<file path="config.mk">
export PLATFORM = sky130hd
export DESIGN_NAME = ez8_prog_loader
export DESIGN_NICKNAME = d
export VERILOG_FILES = /design/src/rtl/ez8_pkg.sv /design/src/rtl/ez8_prog_loader.sv
export SDC_FILE = /design/constraint.sdc
export NUM_CORES = 1
export LEC_CHECK = 0
export CORE_ASPECT_RATIO = 0.75
export CORE_UTILIZATION = 38
export CTS_BUF_LIST = sky130_fd_sc_hd__clkbuf_16
export CTS_CLUSTER_DIAMETER = 80
export DETAILED_ROUTE_END_ITERATION = 6
export DONT_BUFFER_PORTS = 1
export HOLD_SLACK_MARGIN = 0.1
export MAX_ROUTING_LAYER = met4
export PLACE_DENSITY = 0.61
export SLEW_MARGIN = 20
export SYNTH_ARGS = -nofsm -noshare
export SYNTH_HDL_FRONTEND = slang
export SYNTH_SLANG_ARGS = --single-unit
</file>
<file path="constraint.sdc">
create_clock -name clk -period 2.34 [get_ports clk]
set_input_delay 0.468 -clock clk [delete_from_list [all_inputs] [get_ports clk]]
set_output_delay 0.468 -clock clk [all_outputs]
set_load 0.02 [all_outputs]
</file>
<file path="src/rtl/ez8_pkg.sv">
// rtl/ez8_pkg.sv - shared ez8 definitions: program loader state enum and default frame header
package ez8_pkg;

  localparam logic [7:0] EZ8_HEADER = 8'hA5;

  typedef enum logic [3:0] {
    LDR_IDLE    = 4'd0,
    LDR_ADDR_HI = 4'd1,
    LDR_ADDR_LO = 4'd2,
    LDR_CNT_HI  = 4'd3,
    LDR_CNT_LO  = 4'd4,
    LDR_DATA_HI = 4'd5,
    LDR_DATA_LO = 4'd6,
    LDR_CSUM    = 4'd7,
    LDR_START   = 4'd8,
    LDR_RUN     = 4'd9
  } ldr_state_e;

endpackage

</file>
<file path="src/rtl/ez8_prog_loader.sv">
// rtl/ez8_prog_loader.sv - framed byte stream to ez8_cpu instruction-write port loader
//
// Ports:
//   clk, reset_n                 clock, asynchronous active-low reset
//   in_data/in_valid/in_ready    byte stream in (accepted when in_valid && in_ready)
//   instr_writeaddr/_writedata   instruction write address / 16-bit word
//   instr_write_en               one-cycle write strobe
//   cpu_pause, cpu_reset         CPU freeze level and active-high reset pulse
//   done, err                    last frame started the CPU / last frame failed checksum
module ez8_prog_loader
  import ez8_pkg::*;
#(
  parameter int          ADDR_WIDTH   = 12,   // must be <= 16
  parameter logic [7:0]  HEADER       = EZ8_HEADER,
  parameter int          RESET_CYCLES = 2     // must be >= 1
) (
  input  logic                  clk,
  input  logic                  reset_n,
  input  logic [7:0]            in_data,
  input  logic                  in_valid,
  output logic                  in_ready,
  output logic [ADDR_WIDTH-1:0] instr_writeaddr,
  output logic [15:0]           instr_writedata,
  output logic                  instr_write_en,
  output logic                  cpu_pause,
  output logic                  cpu_reset,
  output logic                  done,
  output logic                  err
);

  localparam int RCW = (RESET_CYCLES > 1) ? $clog2(RESET_CYCLES) : 1;
  localparam logic [RCW-1:0] RST_LOAD = RCW'(RESET_CYCLES - 1);

  ldr_state_e            state_q;
  logic [ADDR_WIDTH-1:0] addr_q;
  logic [15:0]           data_q;
  logic                  we_q;
  logic                  pause_q;
  logic                  cpu_rst_q;
  logic                  done_q;
  logic                  err_q;
  logic                  ready_q;
  logic [7:0]            hi_q;     // holds the high byte of the current 16-bit field
  logic [15:0]           cnt_q;    // words still to be received
  logic [7:0]            csum_q;   // running XOR of bytes after HEADER
  logic [RCW-1:0]        rcnt_q;   // remaining cpu_reset cycles minus one

  logic        accept;
  logic [15:0] word;

  assign accept = in_valid && ready_q;
  assign word   = {hi_q, in_data};

  always_ff @(posedge clk or negedge reset_n) begin
    if (!reset_n) begin
      state_q   <= LDR_IDLE;
      addr_q    <= '0;
      data_q    <= '0;
      we_q      <= 1'b0;
      pause_q   <= 1'b1;
      cpu_rst_q <= 1'b0;
      done_q    <= 1'b0;
      err_q     <= 1'b0;
      ready_q   <= 1'b1;
      hi_q      <= '0;
      cnt_q     <= '0;
      csum_q    <= '0;
      rcnt_q    <= '0;
    end else begin
      we_q <= 1'b0;
      // Advance the address once the strobe cycle has presented it; wraps naturally.
      if (we_q) addr_q <= addr_q + 1'b1;

      case (state_q)
        LDR_IDLE, LDR_RUN: begin
          if (accept && in_data == HEADER) begin
            state_q <= LDR_ADDR_HI;
            pause_q <= 1'b1;
            done_q  <= 1'b0;
            err_q   <= 1'b0;
            csum_q  <= '0;
          end
        end
        LDR_ADDR_HI: if (accept) begin
          hi_q    <= in_data;
          csum_q  <= csum_q ^ in_data;
          state_q <= LDR_ADDR_LO;
        end
        LDR_ADDR_LO: if (accept) begin
          addr_q  <= word[ADDR_WIDTH-1:0];
          csum_q  <= csum_q ^ in_data;
          state_q <= LDR_CNT_HI;
        end
        LDR_CNT_HI: if (accept) begin
          hi_q    <= in_data;
          csum_q  <= csum_q ^ in_data;
          state_q <= LDR_CNT_LO;
        end
        LDR_CNT_LO: if (accept) begin
          cnt_q   <= word;
          csum_q  <= csum_q ^ in_data;
          state_q <= (word == 16'd0) ? LDR_CSUM : LDR_DATA_HI;
        end
        LDR_DATA_HI: if (accept) begin
          hi_q    <= in_data;
          csum_q  <= csum_q ^ in_data;
          state_q <= LDR_DATA_LO;
        end
        LDR_DATA_LO: if (accept) begin
          data_q  <= word;
          we_q    <= 1'b1;
          cnt_q   <= cnt_q - 16'd1;
          csum_q  <= csum_q ^ in_data;
          state_q <= (cnt_q == 16'd1) ? LDR_CSUM : LDR_DATA_HI;
        end
        LDR_CSUM: if (accept) begin
          if (in_data == csum_q) begin
            state_q   <= LDR_START;
            pause_q   <= 1'b0;
            cpu_rst_q <= 1'b1;
            ready_q   <= 1'b0;
            rcnt_q    <= RST_LOAD;
          end else begin
            // Words already written stay written; CPU remains frozen.
            err_q   <= 1'b1;
            state_q <= LDR_IDLE;
          end
        end
        LDR_START: begin
          if (rcnt_q == '0) begin
            cpu_rst_q <= 1'b0;
            done_q    <= 1'b1;
            ready_q   <= 1'b1;
            state_q   <= LDR_RUN;
          end else begin
            rcnt_q <= rcnt_q - 1'b1;
          end
        end
        default: state_q <= LDR_IDLE;
      endcase
    end
  end

  assign in_ready        = ready_q;
  assign instr_writeaddr = addr_q;
  assign instr_writedata = data_q;
  assign instr_write_en  = we_q;
  assign cpu_pause       = pause_q;
  assign cpu_reset       = cpu_rst_q;
  assign done            = done_q;
  assign err             = err_q;

endmodule
</file>
; Word-level counts from Yosys, hierarchy flattened
; Cells that the tools add are included.
[op_classes]
addsub = 3
eq_ne = 24
muxes = 41
bitwise_logic = 1
reduce_logical = 22
[ops]
columns = operator, n
row1 = $mux 4, 10
row2 = $mux 12, 3
row3 = $pmux 4 s9, 1
row4 = $mux 16, 2
row5 = $pmux 16 s2, 1
row6 = $ne 2x2->1 const B, 11
row7 = $eq 16x1->1 const B, 1
row8 = $eq 4x3->1 const B, 4
row9 = $logic_not 16->1, 1
row10 = $mux 8, 2
row11 = $pmux 8 s2, 1
row12 = $sub 16x1->16 const B, 1
row13 = $mux 1, 13
row14 = $add 12x1->12 const B, 1
row15 = $pmux 1 s2, 6
row16 = $reduce_and 3->1, 4
row17 = $reduce_and 4->1, 3
row18 = $reduce_bool 2->1, 5
row19 = $reduce_and 9->1, 1
row20 = $eq 4x2->1 const B, 2
row21 = $eq 4x4->1 const B, 2
row22 = $eq 8x8->1, 1
row23 = $eq 8x8->1 const B, 1
row24 = $xor 8x8->8, 1
row25 = 10 further kinds, 13
[totals]
ff_bits = 71
inputBits = 11
out_inout_bits = 34
wordCells = 104

; Depth between registers and ports, before layout
; Gate-level depths: netlist (run 1).
[logic_depth]
depth_word = 4
mapped_depth = 7
ltp_nobuf = 7

; Least setup slack after synthesis (run 1)
; OpenSTA, ideal clock, no wires.
[synth_path]
kind = register to register
from = register ready_q (netlist: in_ready)
to = register addr_q[10] (netlist: instr_writeaddr[10])
setup_ns = 0.126
t_arrival_ns = 1.639
required_time_ns = 2.214
path_slack_ns = 0.575
stages_incl_launch_ff = 7
path_buffers = 2
synth_period_minus_slack_ns = 1.765
cell_sequence = dfstp_2 > nand2_2 > or4_1 > clkbuf_1 > buf_2 > nor2_1 > a21oi_1
[synth_between]
elab_chain_cells = 3
[synth_lines]
columns = item, line_no
row1 = from (decl), ez8_prog_loader.sv:42  ; logic ready_q;
row2 = from (signal assigned), ez8_prog_loader.sv:64  ; ready_q <= 1'b1;
row3 = from (signal assigned), ez8_prog_loader.sv:121  ; ready_q <= 1'b0;
row4 = from (signal assigned), ez8_prog_loader.sv:133  ; ready_q <= 1'b1;
row5 = $logic_and 1x1->1, ez8_prog_loader.sv:51  ; assign accept = in_valid && ready_q;
row6 = $mux 12, ez8_prog_loader.sv:89  ; LDR_ADDR_LO: if (accept) begin
row7 = $mux 12, ez8_prog_loader.sv:74  ; case (state_q)
row8 = to (signal assigned), ez8_prog_loader.sv:72  ; if (we_q) addr_q <= addr_q + 1'b1;
row9 = to (signal assigned), ez8_prog_loader.sv:90  ; addr_q <= word[ADDR_WIDTH-1:0];
row10 = to (decl), ez8_prog_loader.sv:35  ; logic [ADDR_WIDTH-1:0] addr_q;
; Every way passes these cells.
; A chain may end at the register's enable or synchronous reset.

; Final worst setup path (run 1)
[layout_path]
from = register ready_q (netlist: in_ready)
to = register csum_q[6]
[layout_between]
elab_chain_cells = 4
word_cells_on_any_way = 5
cone_classes = eq/ne (2) / reduce/logical (3)
[layout_lines]
columns = item, line_no
row1 = $logic_and 1x1->1 *, ez8_prog_loader.sv:51
row2 = $logic_and 1x1->1, ez8_prog_loader.sv:76  ; if (accept && in_data == HEADER) begin
row3 = $ne 2x2->1 (no source line), n/a
row4 = $reduce_and 3->1 (no source line) *, n/a
row5 = to (signal assigned), ez8_prog_loader.sv:86  ; csum_q <= csum_q ^ in_data;
row6 = to (signal assigned), ez8_prog_loader.sv:91  ; csum_q <= csum_q ^ in_data;
row7 = to (signal assigned), ez8_prog_loader.sv:96  ; csum_q <= csum_q ^ in_data;
row8 = to (decl), ez8_prog_loader.sv:45  ; logic [7:0] csum_q;
; Every way passes the cells marked *; elsewhere a longest branch is shown, timed or not.

==> results of run 1 <==
path summary, 6_finish.rpt:
kind / startpoint / endpoint / slack [ps] / cells after the start
setup reg to reg: in_ready$_DFFE_PN1P_ / csum_q[6]$_DFFE_PN0P_ / 350 / 5
max in group asynchronous: reset_n / cpu_pause$_DFFE_PN1P_ / 1260 / 2
hold / removal: in_data[1] / hi_q[1]$_DFFE_PN0P_ / 280 / 1
min in group asynchronous: reset_n / cnt_q[12]$_DFFE_PN0P_ / 700 / 2
setup / recovery: in_ready$_DFFE_PN1P_ / csum_q[6]$_DFFE_PN0P_ / 350 / 5
hold reg to reg: csum_q[3]$_DFFE_PN0P_ / csum_q[3]$_DFFE_PN0P_ / 520 / 1
per-stage QoR:
stage               worst slack [ps]  area, sq um
finish                           354         4170
global route                     149         4170
CTS                              341         4170
detailed placement               347         3840
global placement                 378         3840
floorplan                        575         3730
critical path, stage by stage, from the launching register on:
cell and delay [ps]:
sky130_fd_sc_hd__dfstp_2 630, sky130_fd_sc_hd__and2_1 350, sky130_fd_sc_hd__nand4_1 200, sky130_fd_sc_hd__nand4b_4 230
sky130_fd_sc_hd__a21boi_4 200, sky130_fd_sc_hd__a22o_1 270
cell type report:
cell class	count	area (sq um)	area share, %
Sequential cell	71	1780	42.7
Multi-Input combinational cell	263	1780	42.7
Clock buffer	9	225	5.41
Tap cell	128	160	3.85
Timing Repair Buffer	11	105	2.52
Clock inverter	7	63.8	1.53
Inverter	14	52.6	1.26
sequential cells by signal, indices dropped and copies added, names as in the netlist:
signal,flops
cnt_q,16
cpu_pause,1
cpu_reset,1
csum_q,8
done,1
err,1
hi_q,8
in_ready,1
instr_write_en,1
instr_writeaddr,12
instr_writedata,16
rcnt_q,1
state_q,4
cell families after synthesis:
kind of cell,synth area share [%]
buf+inv,4.56
xor+xnor,3.76
fa+ha+maj,1.01
simple gates,18.1
flops,47.7
compound gates,16.8
mux,8.09
per-layer routing:
| metal | GRT usage, % | wire (um) | up-vias |
|---|---|---|---|
| li1 | - | - | 1338 |
| met1 | 27.6 | 4470 | 1452 |
| met2 | 26.4 | 3800 | 85 |
| met3 | 7.27 | 624 | 14 |
| met4 | 5.24 | 101 | 0 |
| met5 | - | 0 | - |
power groups by stage:
stage | Combinational, W | Sequential [W] | Clock [W]
after global routing | 0.0000544 | 0.00123 | 0.00141
after detailed placement | 0.0000160 | 0.00125 | 0
after floorplan | 0.0000229 | 0.00125 | 0
after CTS | 0.0000487 | 0.00123 | 0.00136
final | 0.0000464 | 0.00123 | 0.00133
after global placement | 0.0000160 | 0.00125 | 0
placed cells by master (no fill, tap or decap), drive strengths merged, types with 2 or more instances in the layout:
cell type and n:
mux2 25, mux2i 2, a21boi 2, o32ai 2
a22oi 2, o21a 2, dfrtp 69, or3 5
nor3 12, nand4 10, clkbuf 9, nor2 33
nand2b 12, a21oi 30, o31ai 4, or4 3
a22o 8, o22ai 6, dfstp 2, xor2 5
and3 4, nand3 10, nand4b 2, o211ai 2
a211oi 3, xnor2 11, o22a 5, a2bb2oi 3
a31oi 4, buf 10, clkinv 5, nor4 4
nand2 18, o21ai 23, and2 3, ha 3
inv 14
what timing repair did:
action	in CTS	in global routing
buffers inserted	0	0
hold endpoints to repair	71	0
hold buffers	2	0
==> metrics.txt, run 1 <==
result of the run=completed; number of global-route vias before repair=2751; data required time of the critical path=between 2000 and 3000 ps; H-tree lvl count=3; CTS clock-pin slew for the worst setup and hold paths=60 ps; count of flip-flops with a built-in enable after synthesis=0; endpoints failing setup=0; Startpoint Class=register; diode insertion count for antenna repair=0; count of nets left with antenna violations after detail routing=0; register area share after synthesis=between 40% and 50%; via count=2889; element type at the critical path end=register; number of distinct standard cells referenced by the synthesized netlist=54; Max-Cap Viols=0; reported net switching power=0.000546 W; number of top-level pins=45; buffer type at the clock tree root=sky130_fd_sc_hd__clkbuf_16; setup repair after global routing missed its margin=no; Tot GR Track Use=around a fifth; number of resized instances in the post-cts repair step=0; hold slack=280 ps; cells taking the most area after synthesis=sky130_fd_sc_hd__dfrtp_1, sky130_fd_sc_hd__mux2_2, sky130_fd_sc_hd__a21oi_1; total nets after synthesis=382; TritonCTS Sinks=71; filler-free cell count of the finished design=503; x dimension of the die=116 um; Via density=around 5.7; part of the total power dissipated in sequential elements=47.2%; upper clock frequency limit=503 MHz; fraction of post-synthesis cell area in the top cell type by area=between 40% and 50%; arrival time at the worst endpoint=2210 ps; global-route wire length before repair=14600 um; largest net degree at the start of global routing=72; RD Place Congestion=0.814; Relative slew margins=51.7%; drt first pass iters=5; final hold violations=0; final global-route overflow total=0; area overhead of the layout relative to synthesis=11.7%; Layout Utilization=roughly 45%; die span in y=87.8 um; antenna violations before repair=0; count of synthesis-stage warnings from yosys=0; Power Density=625 mW/mm^2; Net Sw Frac=a little over a fifth; Fillers=888; Die ar.=a little over 0.01 sq mm; num rows=30; top post-synthesis cells by count=sky130_fd_sc_hd__dfrtp_1, sky130_fd_sc_hd__nor2_1, sky130_fd_sc_hd__a21oi_1, sky130_fd_sc_hd__mux2_2, sky130_fd_sc_hd__o21ai_0; placeable core region=about 0.009 sq mm; net count of the finished layout=384; cell leakage power=1.80 nW; Clock Path Buffers=2; CTS buffer count=9; number of pins exceeding their max-slew limit in the final report=0; total negative setup slack=0 ps; share of post-route cells with drive strength above 1=~16%; netlist area before placement=0.00373 sq mm; clock tree from TritonCTS=yes; Yosys top cell by area=sky130_fd_sc_hd__dfrtp_1; minimum period implied by the final worst setup slack=1990 ps; average wire length per cell after detail routing=17.9 um; DRC Markers=0; clock latency at the later pin of the worst-skew pair=340 ps; number of DRC markers after the initial detailed-route iteration=224; number of port buffers=0; relative contribution of the clock network to total power=slightly above 50%; worst IR drop on VDD=394 uV; CP max FO=8; post-synthesis average cell area=10.1 sq um; Final Skew=5.86 ps; number of placed instances, taps included=485; placed wire-length estimate after detailed placement=~6000 um; cell with the most instances after synthesis=sky130_fd_sc_hd__dfrtp_1; worst min-delay path class=primary input to register; Cell Int Power=0.00206 W; crit path kind=register to register; detailed-route wire length=9000 um; total power after layout=0.00260 W; register bit total from synthesis=71; count of mapped cells out of synthesis=368; initial standard-cell utilization of the core=40.2%; main flop type after synthesis=sky130_fd_sc_hd__dfrtp_1; share of total power in combinational logic=about 1.8%; transition time at the pin with the least slew margin=720 ps; post-route fraction of the period consumed by the critical path=between 80% and 90%; share of async-settable or async-resettable flops after synthesis=100%
No activity file was read; power rests on OpenSTA's default activity.
==> run 2, diff against run 1 <==
--- a/config.mk
+++ b/config.mk
@@ -13,7 +13,7 @@
 export DONT_BUFFER_PORTS = 1
 export HOLD_SLACK_MARGIN = 0.1
 export MAX_ROUTING_LAYER = met4
-export PLACE_DENSITY = 0.61
+export PLACE_DENSITY = 0.63
 export SLEW_MARGIN = 20
 export SYNTH_ARGS = -nofsm -noshare
 export SYNTH_HDL_FRONTEND = slang
==> constraint.sdc (replaced) <==
create_clock -name clk -period 1.8 [get_ports clk]
set_input_delay 0.36 -clock clk [delete_from_list [all_inputs] [get_ports clk]]
set_output_delay 0.36 -clock clk [all_outputs]
set_load 0.02 [all_outputs]
==> metrics.txt, run 2 (synthesis results as in run 1) <==
result of the run=finished with violations; violated checks=negative hold slack; Fillers=861 (-3.0%); TritonCTS Sinks=71 (unchanged); maximum single-stage delay on the critical path=550 ps (-80 ps); buffer type at the clock tree root=sky130_fd_sc_hd__clkbuf_16; clock latency at the later pin of the worst-skew pair=330 ps (about the same); Tot GR Track Use=20.4% (+0.72 points); final hold violations=71 (+71); count of nets left with antenna violations after detail routing=0 (unchanged); total negative setup slack=0 ps (unchanged); largest net degree at the start of global routing=72 (unchanged); endpoints failing setup=0 (unchanged); worst r2r path cells=5 (unchanged); hold slack=-274 ps (-555 ps); Clock Path Buffers=2 (unchanged); transition time at the pin with the least slew margin=391 ps (-330 ps); arrival time at the worst endpoint=2020 ps (-190 ps); CTS buffer count=9 (unchanged); area overhead of the layout relative to synthesis=21.4%; Worst Slack Setup Final=47.7 ps (-306 ps); Critical Path, Cell by Cell=or4_1, nor4_1, a32oi_1, o31ai_2, mux2_1; worst IR drop on VDD=482 uV (+22%); DRC Markers=0 (unchanged); number of top-level pins=45 (unchanged); global-route wire length before repair=15200 um (+4.5%); worst min-delay path class=primary input to asynchronous set/reset pin; drt first pass iters=4 (-1); slowest stage cell on the critical path=sky130_fd_sc_hd__or4_1; number of buffers and inverters on the critical path=0 (unchanged); total non-filler cell area in the finished layout=0.00453 sq mm (+8.7%); CP max FO=4 (-4); data required time of the critical path=2070 ps (-500 ps); Via density=5.56 (-3.3%); delay-heaviest family, CP=simple AND/OR/NAND/NOR gates; top library cells by usage in the layout, fill and taps aside=sky130_fd_sc_hd__dfrtp_1, sky130_fd_sc_hd__buf_4, sky130_fd_sc_hd__nor2_1; detailed-route wire length=9200 um (+2.3%); num rows=30 (unchanged); CTS clock-pin slew for the worst setup and hold paths=60 ps (about the same); setup slack after placement=-6.20 ps (-353 ps); Final Skew=2.71 ps (-3.15 ps); number of global-route vias before repair=2857 (+3.9%); beginning of the worst register-to-register path=hi_q[4]$_DFFE_PN0P_; average wire length per cell after detail routing=17.2 um (-3.8%); register-to-register setup slack=50 ps (-310 ps); number of pins exceeding their max-slew limit in the final report=0 (unchanged); Max-Cap Viols=0 (unchanged); number of port buffers=0 (unchanged); cell leakage power=2.00 nW (+11%); share of post-route cells with drive strength above 1=27.3% (+11 points); Reg2Reg Capture Point=state_q[1]$_DFFE_PN0P_; Die ar.=0.0102 sq mm (unchanged); Startpoint Class=register; Power Density=812 mW/mm^2 (+30%); final global-route overflow total=0 (unchanged); placeable core region=0.00927 sq mm (unchanged); net count of the finished layout=416 (+8.3%); element type at the critical path end=register; x dimension of the die=116 um (unchanged); diode insertion count for antenna repair=0 (unchanged); die span in y=87.8 um (unchanged); Sequential Area=0.00178 sq mm (about the same); crit path kind=register to register; placed cell area=0.00409 sq mm (+6.5%); minimum period implied by the final worst setup slack=1750 ps (-234 ps); most common library cell in the layout ignoring fill and taps=sky130_fd_sc_hd__dfrtp_1; post-route fraction of the period consumed by the critical path=97.4% (+12 points); Relative slew margins=74.0% (+22 points); via count=2972 (+2.9%); RD Place Congestion=0.911 (+12%); antenna violations before repair=0 (unchanged); initial standard-cell utilization of the core=40.2% (unchanged); number of DRC markers after the initial detailed-route iteration=209 (-6.7%); placed wire-length estimate after detailed placement=6480 um (+5.5%); upper clock frequency limit=571 MHz (+13%); clock tree from TritonCTS=yes; H-tree lvl count=3 (unchanged); multi-input gate area in the final layout=0.00184 sq mm (+3.2%)
==> run 2: cell count changes in the layout (fill, tap and decap cells not counted), sizes merged <==
cell         previous run  this run
clkinv                  5         2
buf                    10        43
inv                    14        15
dlygate4sd3             1         0
bufinv                  1         3
==> run 2: layer usage <==
layer / wire (um) / share of wire, % / track usage [%] / up-vias
li1: - / - / - / 1399
met1: 4670 / 51 / 29.7 / 1488
met2: 3950 / 43 / 27.7 / 76
met3: 496 / 5.4 / 5.88 / 9
met4: 89 / 0.97 / 4.43 / 0
met5: 0 / 0 / - / -
==> run 2: power by group <==
group | internal [W] | switching [W] | total [W]
combinational | 0.0000130 | 0.00000817 | 0.0000211
sequential | 0.00160 | 0 | 0.00160
clock | 0.00136 | 0.000699 | 0.00206
total | 0.00297 | 0.000707 | 0.00367
==> run 2: cell type report <==
cell class	instances	share of cell area, %
Inverter	14	1.16
Tap cell	128	3.54
Multi-Input combinational cell	263	40.6
Clock inverter	7	2.65
Sequential cell	71	39.3
Clock buffer	9	4.98
Timing Repair Buffer	43	7.77
==> run 2: what timing repair did <==
| item | 4_1_cts | 5_1_grt |
|---|---|---|
| resized for setup | 2 | 16 |
| buffers inserted | 2 | 2 |
| pin swaps | 0 | 1 |
| setup endpoints to repair | 4 | 22 |
| endpoints found under the hold margin | 71 | 71 |
==> run 2: worst reg2reg max path, cell delays in order, from the launching register on <==
cell and delay, ps:
sky130_fd_sc_hd__dfrtp_1 430, sky130_fd_sc_hd__or4_1 550, sky130_fd_sc_hd__nor4_1 250, sky130_fd_sc_hd__a32oi_1 180, sky130_fd_sc_hd__o31ai_2 110, sky130_fd_sc_hd__mux2_1 170
==> run 2: stage by stage <==
step           utilization, %  power, W  cells
2_1_floorplan               -   0.00166    368
3_3_place_gp             44.1   0.00165    515
3_5_place_dp             44.1   0.00165    515
4_1_cts                  48.1   0.00371    533
5_1_grt                  48.8   0.00379    535
6_report                 48.8   0.00367    535
==> run 2: worst max-delay path by stage <==
stage                     slack, ps                            end                   start  cells past startpoint
after CTS                        20           cnt_q[8]$_DFFE_PN0P_  state_q[0]$_DFFE_PN0P_                      6
after global routing             -1          cnt_q[14]$_DFFE_PN0P_    cnt_q[0]$_DFFE_PN0P_                      7
after global placement           20         state_q[1]$_DFFE_PN0P_     hi_q[4]$_DFFE_PN0P_                      5
after detailed placement         -6          cnt_q[14]$_DFFE_PN0P_    cnt_q[0]$_DFFE_PN0P_                      7
after floorplan                  40  instr_writeaddr[10]$_DFF_PN0_    in_ready$_DFFE_PN1P_                      6
final                            50         state_q[1]$_DFFE_PN0P_     hi_q[4]$_DFFE_PN0P_                      5
==> run 3, diff against run 2 <==
--- a/config.mk
+++ b/config.mk
@@ -13,7 +13,7 @@
 export DONT_BUFFER_PORTS = 1
 export HOLD_SLACK_MARGIN = 0.1
 export MAX_ROUTING_LAYER = met4
-export PLACE_DENSITY = 0.63
+export PLACE_DENSITY = 0.61
 export SLEW_MARGIN = 20
 export SYNTH_ARGS = -nofsm -noshare
 export SYNTH_HDL_FRONTEND = slang
==> constraint.sdc (replaced) <==
create_clock -name clk -period 2.2 [get_ports clk]
set_input_delay 0.44 -clock clk [delete_from_list [all_inputs] [get_ports clk]]
set_output_delay 0.44 -clock clk [all_outputs]
set_load 0.02 [all_outputs]
==> metrics.txt, run 3 (synthesis results as in run 1) <==
Die ar.=0.0102 sq mm (unchanged); endpoints failing setup=0 (unchanged); detailed-route wire length=9030 um (-1.8%); Reg2Reg Capture Point=cnt_q[14]$_DFFE_PN0P_; cell leakage power=1.82 nW (-9.1%); data required time of the critical path=2450 ps (+380 ps); result of the run=completed; maximum single-stage delay on the critical path=410 ps (-140 ps); average wire length per cell after detail routing=17.8 um (+3.8%); worst min-delay path class=primary input to register; Worst Slack Setup Final=228 ps (+181 ps); worst r2r path cells=7 (+2); placed wire-length estimate after detailed placement=6160 um (-4.9%); via count=2856 (-3.9%); slowest stage cell on the critical path=sky130_fd_sc_hd__dfrtp_1; Fillers=890 (+3.4%); register-to-register setup slack=230 ps (+180 ps); TritonCTS Sinks=71 (unchanged); number of pins exceeding their max-slew limit in the final report=0 (unchanged); final hold violations=0 (-100%); crit path kind=register to register; total negative setup slack=0 ps (unchanged); CTS clock-pin slew for the worst setup and hold paths=50 ps (about the same); most common library cell in the layout ignoring fill and taps=sky130_fd_sc_hd__dfrtp_1; Tot GR Track Use=20.1% (-0.35 points); placeable core region=0.00927 sq mm (unchanged); number of buffers inserted by post-CTS setup repair=0 (-2); number of DRC markers after the initial detailed-route iteration=203 (-2.9%); Power Density=653 mW/mm^2 (-20%); number of top-level pins=45 (unchanged); total non-filler cell area in the finished layout=0.00418 sq mm (-7.7%); setup repair after global routing missed its margin=no; net count of the finished layout=387 (-7.0%); Layout Utilization=45.1% (-3.7 points); RD Place Congestion=0.829 (-9.0%); cell count of the worst hold path=1; setup slack after placement=250 ps (+257 ps); CTS buffer count=9 (unchanged); antenna violations before repair=0 (unchanged); die span in y=87.8 um (unchanged); CP max FO=5 (+1); beginning of the worst register-to-register path=cnt_q[0]$_DFFE_PN0P_; buffer type at the clock tree root=sky130_fd_sc_hd__clkbuf_16; Relative slew margins=53.1% (-21 points); upper clock frequency limit=507 MHz (-11%); destination of the worst hold path=instr_writedata[4]$_DFFE_PN0P_; Final Skew=5.39 ps (+2.68 ps); Critical Path, Cell by Cell=inv_1, ha_1, nor4b_4, nand3_2, or3_1, a21oi_1, a2bb2oi_1; drt first pass iters=5 (+1); placed cell area=0.00386 sq mm (-5.6%); number of port buffers=0 (unchanged); Startpoint Class=register; area overhead of the layout relative to synthesis=12.1%; minimum period implied by the final worst setup slack=1970 ps (+219 ps); clock tree from TritonCTS=yes; DRC Markers=0 (unchanged); delay-heaviest family, CP=simple AND/OR/NAND/NOR gates; top library cells by usage in the layout, fill and taps aside=sky130_fd_sc_hd__dfrtp_1, sky130_fd_sc_hd__nor2_1, sky130_fd_sc_hd__a21oi_1; number of global-route vias before repair=2841 (-0.56%); Max-Cap Viols=0 (unchanged); Via density=5.64 (+1.6%); count of nets left with antenna violations after detail routing=0 (unchanged); diode insertion count for antenna repair=0 (unchanged); worst IR drop on VDD=419 uV (-13%); clock latency at the later pin of the worst-skew pair=330 ps (about the same); Worst Min Path Start=in_data[4]; global-route wire length before repair=14900 um (-2.4%); share of post-route cells with drive strength above 1=16.1% (-11 points); Clock Path Buffers=2 (unchanged); largest net degree at the start of global routing=72 (unchanged); number of buffers and inverters on the critical path=1 (+1); H-tree lvl count=3 (unchanged); x dimension of the die=116 um (unchanged); total power after layout=0.00273 W (-26%); element type at the critical path end=register; post-route fraction of the period consumed by the critical path=89.6% (-7.7 points); initial standard-cell utilization of the core=40.2% (unchanged); final global-route overflow total=0 (unchanged); arrival time at the worst endpoint=2220 ps (+200 ps); num rows=30 (unchanged); transition time at the pin with the least slew margin=700 ps (+310 ps)
## run 3: how the worst max path moves through the flow
stage                                    end  slack (ps)              startpoint  depth (start not counted)
5_1_grt               state_q[1]$_DFFE_PN0P_          10  state_q[3]$_DFFE_PN0P_                          5
6_report               cnt_q[14]$_DFFE_PN0P_         230    cnt_q[0]$_DFFE_PN0P_                          7
3_3_place_gp          state_q[1]$_DFFE_PN0P_         290  state_q[3]$_DFFE_PN0P_                          5
2_1_floorplan  instr_writeaddr[10]$_DFF_PN0_         440    in_ready$_DFFE_PN1P_                          6
4_1_cts                cnt_q[14]$_DFFE_PN0P_         230    cnt_q[0]$_DFFE_PN0P_                          7
3_5_place_dp           cnt_q[14]$_DFFE_PN0P_         250    cnt_q[0]$_DFFE_PN0P_                          7
## run 3: area by class of cell
| class | count | area, sq um | area share, % |
|---|---|---|---|
| clock buffer | 9 | 225 | 5.39 |
| sequential | 71 | 1780 | 42.6 |
| inverter | 14 | 52.6 | 1.26 |
| tap | 128 | 160 | 3.83 |
| timing repair buffer | 14 | 128 | 3.05 |
| multi-input combinational | 263 | 1780 | 42.6 |
| clock inverter | 7 | 56.3 | 1.35 |
## run 3: layer usage
layer / share of wire [%] / global-route usage [%] / vias to the layer above
met5: 0 / - / -
met4: 0.86 / 5.83 / 0
met3: 7.6 / 6.71 / 9
met2: 43 / 27.4 / 86
met1: 49 / 28.0 / 1414
li1: - / - / 1347
## run 3: per-stage QoR
| stage | instances | hold WS, ps |
|---|---|---|
| finish | 506 | 259 |
| global route | 506 | 244 |
| CTS | 506 | 248 |
| detailed placement | 488 | 148 |
| global placement | 488 | 148 |
| floorplan | 368 | 144 |
## run 3: what timing repair did
item	CTS	global route
endpoints found under the setup margin	0	0
hold endpoints to repair	71	0
hold buffers	2	0
resized for setup	0	0
## run 3: report_power, final
| group | leakage, nW | total (W) | switching (W) | internal [W] |
|---|---|---|---|---|
| clock network | 0.141 | 0.00137 | 0.000518 | 0.000856 |
| registers | 0.912 | 0.00131 | 0 | 0.00131 |
| logic | 0.768 | 0.0000497 | 0.0000328 | 0.0000169 |
| total | 1.82 | 0.00273 | 0.000551 | 0.00218 |
